<file path="src/rtl/gcd_pkg.sv">
// Shared encodings and default widths for the subtractive GCD sequencer.
package gcd_pkg;

  localparam int unsigned GCD_WIDTH  = 8;
  localparam int unsigned GCD_ITER_W = 9;

  localparam logic ALU_ADD = 1'b0;
  localparam logic ALU_SUB = 1'b1;

  typedef enum logic [2:0] {
    IDLE  = 3'd0,
    CHECK = 3'd1,
    SUB_A = 3'd2,
    SUB_B = 3'd3,
    DONE  = 3'd4
  } state_t;

endpackage

</file>
<file path="src/rtl/gcd_sequencer_if.sv">
// Host handshake plus external-ALU wiring for the GCD sequencer.
interface gcd_sequencer_if
  import gcd_pkg::*;
#(
  parameter int unsigned WIDTH  = GCD_WIDTH,
  parameter int unsigned ITER_W = GCD_ITER_W
);

  logic              start;
  logic [WIDTH-1:0]  in_a;
  logic [WIDTH-1:0]  in_b;
  logic [WIDTH-1:0]  alu_out;
  logic [WIDTH-1:0]  alu_a;
  logic [WIDTH-1:0]  alu_b;
  logic              alu_s;
  logic              busy;
  logic              done;
  logic [WIDTH-1:0]  result;
  logic [ITER_W-1:0] iter_count;

  modport slave (
    input  start, in_a, in_b, alu_out,
    output alu_a, alu_b, alu_s, busy, done, result, iter_count
  );

  modport master (
    output start, in_a, in_b, alu_out,
    input  alu_a, alu_b, alu_s, busy, done, result, iter_count
  );

endinterface

</file>
<file path="src/rtl/gcd_sequencer.sv">
// Subtractive GCD controller: steers an external add/sub ALU and captures its
// result back into the operand registers until the operands meet.
module gcd_sequencer
  import gcd_pkg::*;
#(
  parameter int unsigned WIDTH  = GCD_WIDTH,
  parameter int unsigned ITER_W = GCD_ITER_W
) (
  input  logic           clk,
  input  logic           reset,
  gcd_sequencer_if.slave bus
);

  localparam logic [ITER_W-1:0] ITER_MAX = '1;

  state_t            state, state_nx;
  logic [WIDTH-1:0]  ra, ra_nx;
  logic [WIDTH-1:0]  rb, rb_nx;
  logic [WIDTH-1:0]  result_q, result_nx;
  logic [ITER_W-1:0] iter_q, iter_nx, iter_inc;

  logic [WIDTH-1:0]  alu_a_c;
  logic [WIDTH-1:0]  alu_b_c;
  logic              alu_s_c;
  logic              busy_c;
  logic              done_c;

  // Saturating increment so a long job never wraps the counter.
  assign iter_inc = (iter_q == ITER_MAX) ? iter_q : iter_q + ITER_W'(1);

  always_ff @(posedge clk) begin
    if (reset) begin
      state    <= IDLE;
      ra       <= '0;
      rb       <= '0;
      result_q <= '0;
      iter_q   <= '0;
    end else begin
      state    <= state_nx;
      ra       <= ra_nx;
      rb       <= rb_nx;
      result_q <= result_nx;
      iter_q   <= iter_nx;
    end
  end

  always_comb begin
    state_nx  = state;
    ra_nx     = ra;
    rb_nx     = rb;
    result_nx = result_q;
    iter_nx   = iter_q;
    alu_a_c   = '0;
    alu_b_c   = '0;
    alu_s_c   = ALU_ADD;
    busy_c    = (state != IDLE);
    done_c    = 1'b0;

    case (state)
      IDLE: begin
        if (bus.start) begin
          ra_nx    = bus.in_a;
          rb_nx    = bus.in_b;
          iter_nx  = '0;
          state_nx = CHECK;
        end
      end
      CHECK: begin
        if (ra == '0) begin
          result_nx = rb;
          state_nx  = DONE;
        end else if (rb == '0) begin
          result_nx = ra;
          state_nx  = DONE;
        end else if (ra == rb) begin
          result_nx = ra;
          state_nx  = DONE;
        end else if (ra > rb) begin
          state_nx = SUB_A;
        end else begin
          state_nx = SUB_B;
        end
      end
      // Larger operand is always the minuend, so the ALU never wraps.
      SUB_A: begin
        alu_a_c  = ra;
        alu_b_c  = rb;
        alu_s_c  = ALU_SUB;
        ra_nx    = bus.alu_out;
        iter_nx  = iter_inc;
        state_nx = CHECK;
      end
      SUB_B: begin
        alu_a_c  = rb;
        alu_b_c  = ra;
        alu_s_c  = ALU_SUB;
        rb_nx    = bus.alu_out;
        iter_nx  = iter_inc;
        state_nx = CHECK;
      end
      DONE: begin
        done_c   = 1'b1;
        state_nx = IDLE;
      end
      default: state_nx = IDLE;
    endcase
  end

  assign bus.alu_a      = alu_a_c;
  assign bus.alu_b      = alu_b_c;
  assign bus.alu_s      = alu_s_c;
  assign bus.busy       = busy_c;
  assign bus.done       = done_c;
  assign bus.result     = result_q;
  assign bus.iter_count = iter_q;

endmodule

</file>
<file path="src/flat_wrapper.sv">
// flat-port wrapper written by rule: the top's interface ports become plain ports
module gcd_sequencer_flat import gcd_pkg::*;
#(
  parameter int unsigned WIDTH  = GCD_WIDTH,
  parameter int unsigned ITER_W = GCD_ITER_W
)
  (clk, reset, bus_start, bus_in_a, bus_in_b, bus_alu_out, bus_alu_a, bus_alu_b, bus_alu_s, bus_busy, bus_done, bus_result, bus_iter_count);
  gcd_sequencer_if #(.WIDTH(WIDTH), .ITER_W(ITER_W)) bus_i ();
  input  logic clk;
  input  logic reset;
  input wire logic [$bits(bus_i.start)-1:0] bus_start;
  input wire logic [$bits(bus_i.in_a)-1:0] bus_in_a;
  input wire logic [$bits(bus_i.in_b)-1:0] bus_in_b;
  input wire logic [$bits(bus_i.alu_out)-1:0] bus_alu_out;
  output wire logic [$bits(bus_i.alu_a)-1:0] bus_alu_a;
  output wire logic [$bits(bus_i.alu_b)-1:0] bus_alu_b;
  output wire logic [$bits(bus_i.alu_s)-1:0] bus_alu_s;
  output wire logic [$bits(bus_i.busy)-1:0] bus_busy;
  output wire logic [$bits(bus_i.done)-1:0] bus_done;
  output wire logic [$bits(bus_i.result)-1:0] bus_result;
  output wire logic [$bits(bus_i.iter_count)-1:0] bus_iter_count;
  assign bus_i.start = bus_start;
  assign bus_i.in_a = bus_in_a;
  assign bus_i.in_b = bus_in_b;
  assign bus_i.alu_out = bus_alu_out;
  assign bus_alu_a = bus_i.alu_a;
  assign bus_alu_b = bus_i.alu_b;
  assign bus_alu_s = bus_i.alu_s;
  assign bus_busy = bus_i.busy;
  assign bus_done = bus_i.done;
  assign bus_result = bus_i.result;
  assign bus_iter_count = bus_i.iter_count;
  gcd_sequencer #(.WIDTH(WIDTH), .ITER_W(ITER_W)) u_core (.clk(clk), .reset(reset), .bus(bus_i));
endmodule
</file>
<file path="config.mk">
export PLATFORM = sky130hd
export DESIGN_NAME = gcd_sequencer_flat
export DESIGN_NICKNAME = d
export VERILOG_FILES = /design/src/rtl/gcd_pkg.sv /design/src/rtl/gcd_sequencer_if.sv /design/src/rtl/gcd_sequencer.sv /design/src/flat_wrapper.sv
export SDC_FILE = /design/constraint.sdc
export NUM_CORES = 1
export LEC_CHECK = 0
export ABC_CLOCK_PERIOD_IN_PS = 5400
export BUFFER_PORTS_ARGS = -buffer_cell sky130_fd_sc_hd__buf_2
export CORE_MARGIN = 2
export CORE_UTILIZATION = 56
export DETAILED_ROUTE_END_ITERATION = 6
export PLACE_DENSITY = 0.95
export SETUP_SLACK_MARGIN = 0.4
export SYNTH_ARGS = -nofsm -noshare
export SYNTH_HDL_FRONTEND = slang
export SYNTH_SLANG_ARGS = --single-unit
</file>
<file path="constraint.sdc">
create_clock -name clk -period 5.4 [get_ports clk]
set_clock_uncertainty 0.05 [all_clocks]
set_input_delay 0.27 -clock clk [delete_from_list [all_inputs] [get_ports clk]]
set_output_delay 0.27 -clock clk [all_outputs]
set_load 0.02 [all_outputs]
</file>
==> out/qor.txt <==
status: complete, no violations
vias in the first global route: 2,034
Rel. slew slack: 58.5%
fmax: 425 MHz
Internal: 679 µW
Worst Tran Pin Value: 0.623 ns
crit-path leading delay family: simple AND/OR/NAND/NOR gates
Setup crit end kind: flop
Post-CTS Resized: 0
Final nets: 361
RSZ-0062 raised after global routing: false
P per Cell Area: 441 nW/µm²
GPL Wtd Cong: 0.932
Critical Path AT: 2.50 ns
Synth top area share: 31.9%
Finish-stage setup viols: 0
cts hold-fix bufs: 0
synth warn: 0
Num CTS Buffers: 5
Clock Path Buffers: 2
Slew Limit Fails: 0
Worst Path Required: 5.55 ns
Async SR Flop Fraction: 0%
met3 Use GR: 5.33%
Syn Nets: 308
initial core utilization: 57.3%
Net Sw Power: 498 µW
via count: 2,158
Post-CTS Setup Repair Bufs: 0
busiest layer in global routing: met2
IO buf count: 62
DIE WIDTH: 67.5 µm
Buf/Inv on CP: 1
syn avg cell area: 8.34 µm²
die area: 4560 µm²
CP max stage delay: 0.67 ns
drt drc: 0
cells along the critical path: nand2b_1, inv_1, nand2b_1, nor2_1, a211oi_1
sequential power share: 34.0%
Seq cells post-synth: 36
critical path peak fanout: 18
grt met2 use: 42.0%
Final TNS setup: 0 ns
Mapped Cells: 271
max cap viols: 0
Ports: 63
clock share of power: 17.6%
Peak VDD IR: 0.213 mV
Hold Path Class: in -> reg
largest net degree at the start of global routing: 35
H-Tree Depth: 2
register area share after synthesis: 31.9%
CTS tree: yes
final worst path period share: 43.5%
total design power: 1180 µW
die height: 67.5 µm
Sw Share: 42.3%
Synth cell types: 44
Clock Sinks: 36
Worst path slowest cell: dfxtp_1
Leak: 0.00115 µW
Post-synth top cells: 59 x nor2_1, 36 x dfxtp_1, 24 x mux2i_1, 20 x a211oi_1, 16 x a21oi_1
1st-iter DRT viols: 146
main flop type after synthesis: dfxtp_1
antenna violations before repair: 0
share of layout cells above drive strength 1: 26.2%
most used cell, CP: nand2b_1
CP Launch Type: flop
Area Overhead vs Synth: 17.9%
vias per cell: 5.77
hold_ws: 0.231 ns
Final Hold Fails: 0
Post-synth EDFFs: 0
root buf cell: clkbuf_8
post-layout min period: 2.35 ns
# diodes: 0
post-route antenna net violation count: 0
CP Class: reg -> reg
synth top area cells: dfxtp_1 32%, mux2i_1 11%, nor2_1 9.8%, a211oi_1 6.6%, ha_1 5.5%
post-synth top area cell: dfxtp_1
area of the core: 3940 µm²
GRT Total Usage: 25.9%
Total Routed Length: 5.46 mm
TritonRoute pass-1 iters: 4
Logic pwr share: 48.4%
Synth Cell Area: 2260 µm²
routed wire length per instance: 14.6 µm
cell with the most instances after synthesis: nor2_1
hpwl dp: 3.96 mm
Rows: 23
GR Util met1: 32.2%
grt ovf: 0
first-pass GRT wire length: 8.90 mm
worst skew pair latency: 0.29 ns
Worst-path clk slew: 0.07 ns
[cell type report]
| cell class | count | area [µm²] |
|---|---|---|
| Clock buffer | 7 | 96.3 |
| Sequential cell | 36 | 721 |
| Tap cell | 50 | 62.6 |
| Fill cell | 328 | 1280 |
| Multi-Input combinational cell | 203 | 1410 |
| Timing Repair Buffer | 64 | 325 |
| Inverter | 14 | 52.6 |
[cells in the final DEF (no fill, tap or decap), drive strengths merged, types with 4 or more instances in the layout]
master / Yosys / routed
mux2i: 24 / 24
clkbuf: 8 / 7
nand2: 6 / 6
a31oi: 4 / 4
mux2: 7 / 7
buf: 10 / 64
a2111oi: 5 / 5
xnor2: 6 / 6
nand3: 4 / 4
nor2: 59 / 59
a21oi: 16 / 16
nor2b: 6 / 6
inv: 14 / 14
ha: 10 / 10
dfxtp: 36 / 36
nand4: 4 / 4
a211oi: 20 / 20
[state kept, by name (all words and copies together) (netlist names)]
| signal | count |
|---|---|
| u_core.bus.result | 8 |
| u_core.state | 3 |
| u_core.rb | 8 |
| u_core.ra | 8 |
| u_core.bus.iter_count | 9 |
[worst paths after layout]
kind / start / to / slack, ns / cells past startpoint
setup / recovery: u_core.state[2]$_SDFFE_PP0P_ / u_core.ra[3]$_SDFFE_PP0P_ / 3.05 / 5
setup reg to reg: u_core.state[2]$_SDFFE_PP0P_ / u_core.ra[3]$_SDFFE_PP0P_ / 3.05 / 5
hold reg to reg: u_core.bus.result[2]$_SDFFE_PP0P_ / u_core.bus.result[2]$_SDFFE_PP0P_ / 0.42 / 2
hold / removal: bus_alu_out[1] / u_core.ra[1]$_SDFFE_PP0P_ / 0.23 / 3
[layer usage]
metal  wire length [µm]  vias to the layer above  share of wire (%)
met5                  0                        -                  0
met4                 82                        0                1.5
met3                358                       12                6.6
li1                   -                     1076                  -
met2               2580                       80                 47
met1               2430                      990                 45
[worst register-to-register path: stages, from the launching register on]
cell	delay, ns
dfxtp_1	0.67
nand2b_1	0.57
inv_1	0.18
nand2b_1	0.44
nor2_1	0.11
a211oi_1	0.25
[kinds of logic (layout without fill, tap and decap cells)]
logic type	Yosys count	count (layout)	synth area share, %
fa+ha+maj	10	10	5.53
simple gates	97	97	21.4
compound gates	58	58	18.5
xor+xnor	7	7	2.71
flops	36	36	31.9
buf+inv	32	85	5.81
mux	31	31	14.1
[power by group through the flow]
stage / sequential, µW / clock [µW] / combinational [µW]
after floorplan: 396 / 0 / 446
after global placement: 396 / 0 / 548
after detailed placement: 401 / 0 / 564
after CTS: 397 / 212 / 568
after global routing: 407 / 221 / 632
final: 400 / 207 / 569
[metrics by stage]
step | instance area [µm²] | setup WS, ns | util [%] | instances
finish | 2670 | 3.05 | 67.6 | 374
global route | 2670 | 2.76 | 67.6 | 374
CTS | 2670 | 3.10 | 67.6 | 374
detailed placement | 2570 | 3.13 | 65.2 | 367
global placement | 2570 | 3.29 | 65.2 | 367
floorplan | 2260 | 3.48 | - | 271
No activity file was read; power rests on OpenSTA's default activity.
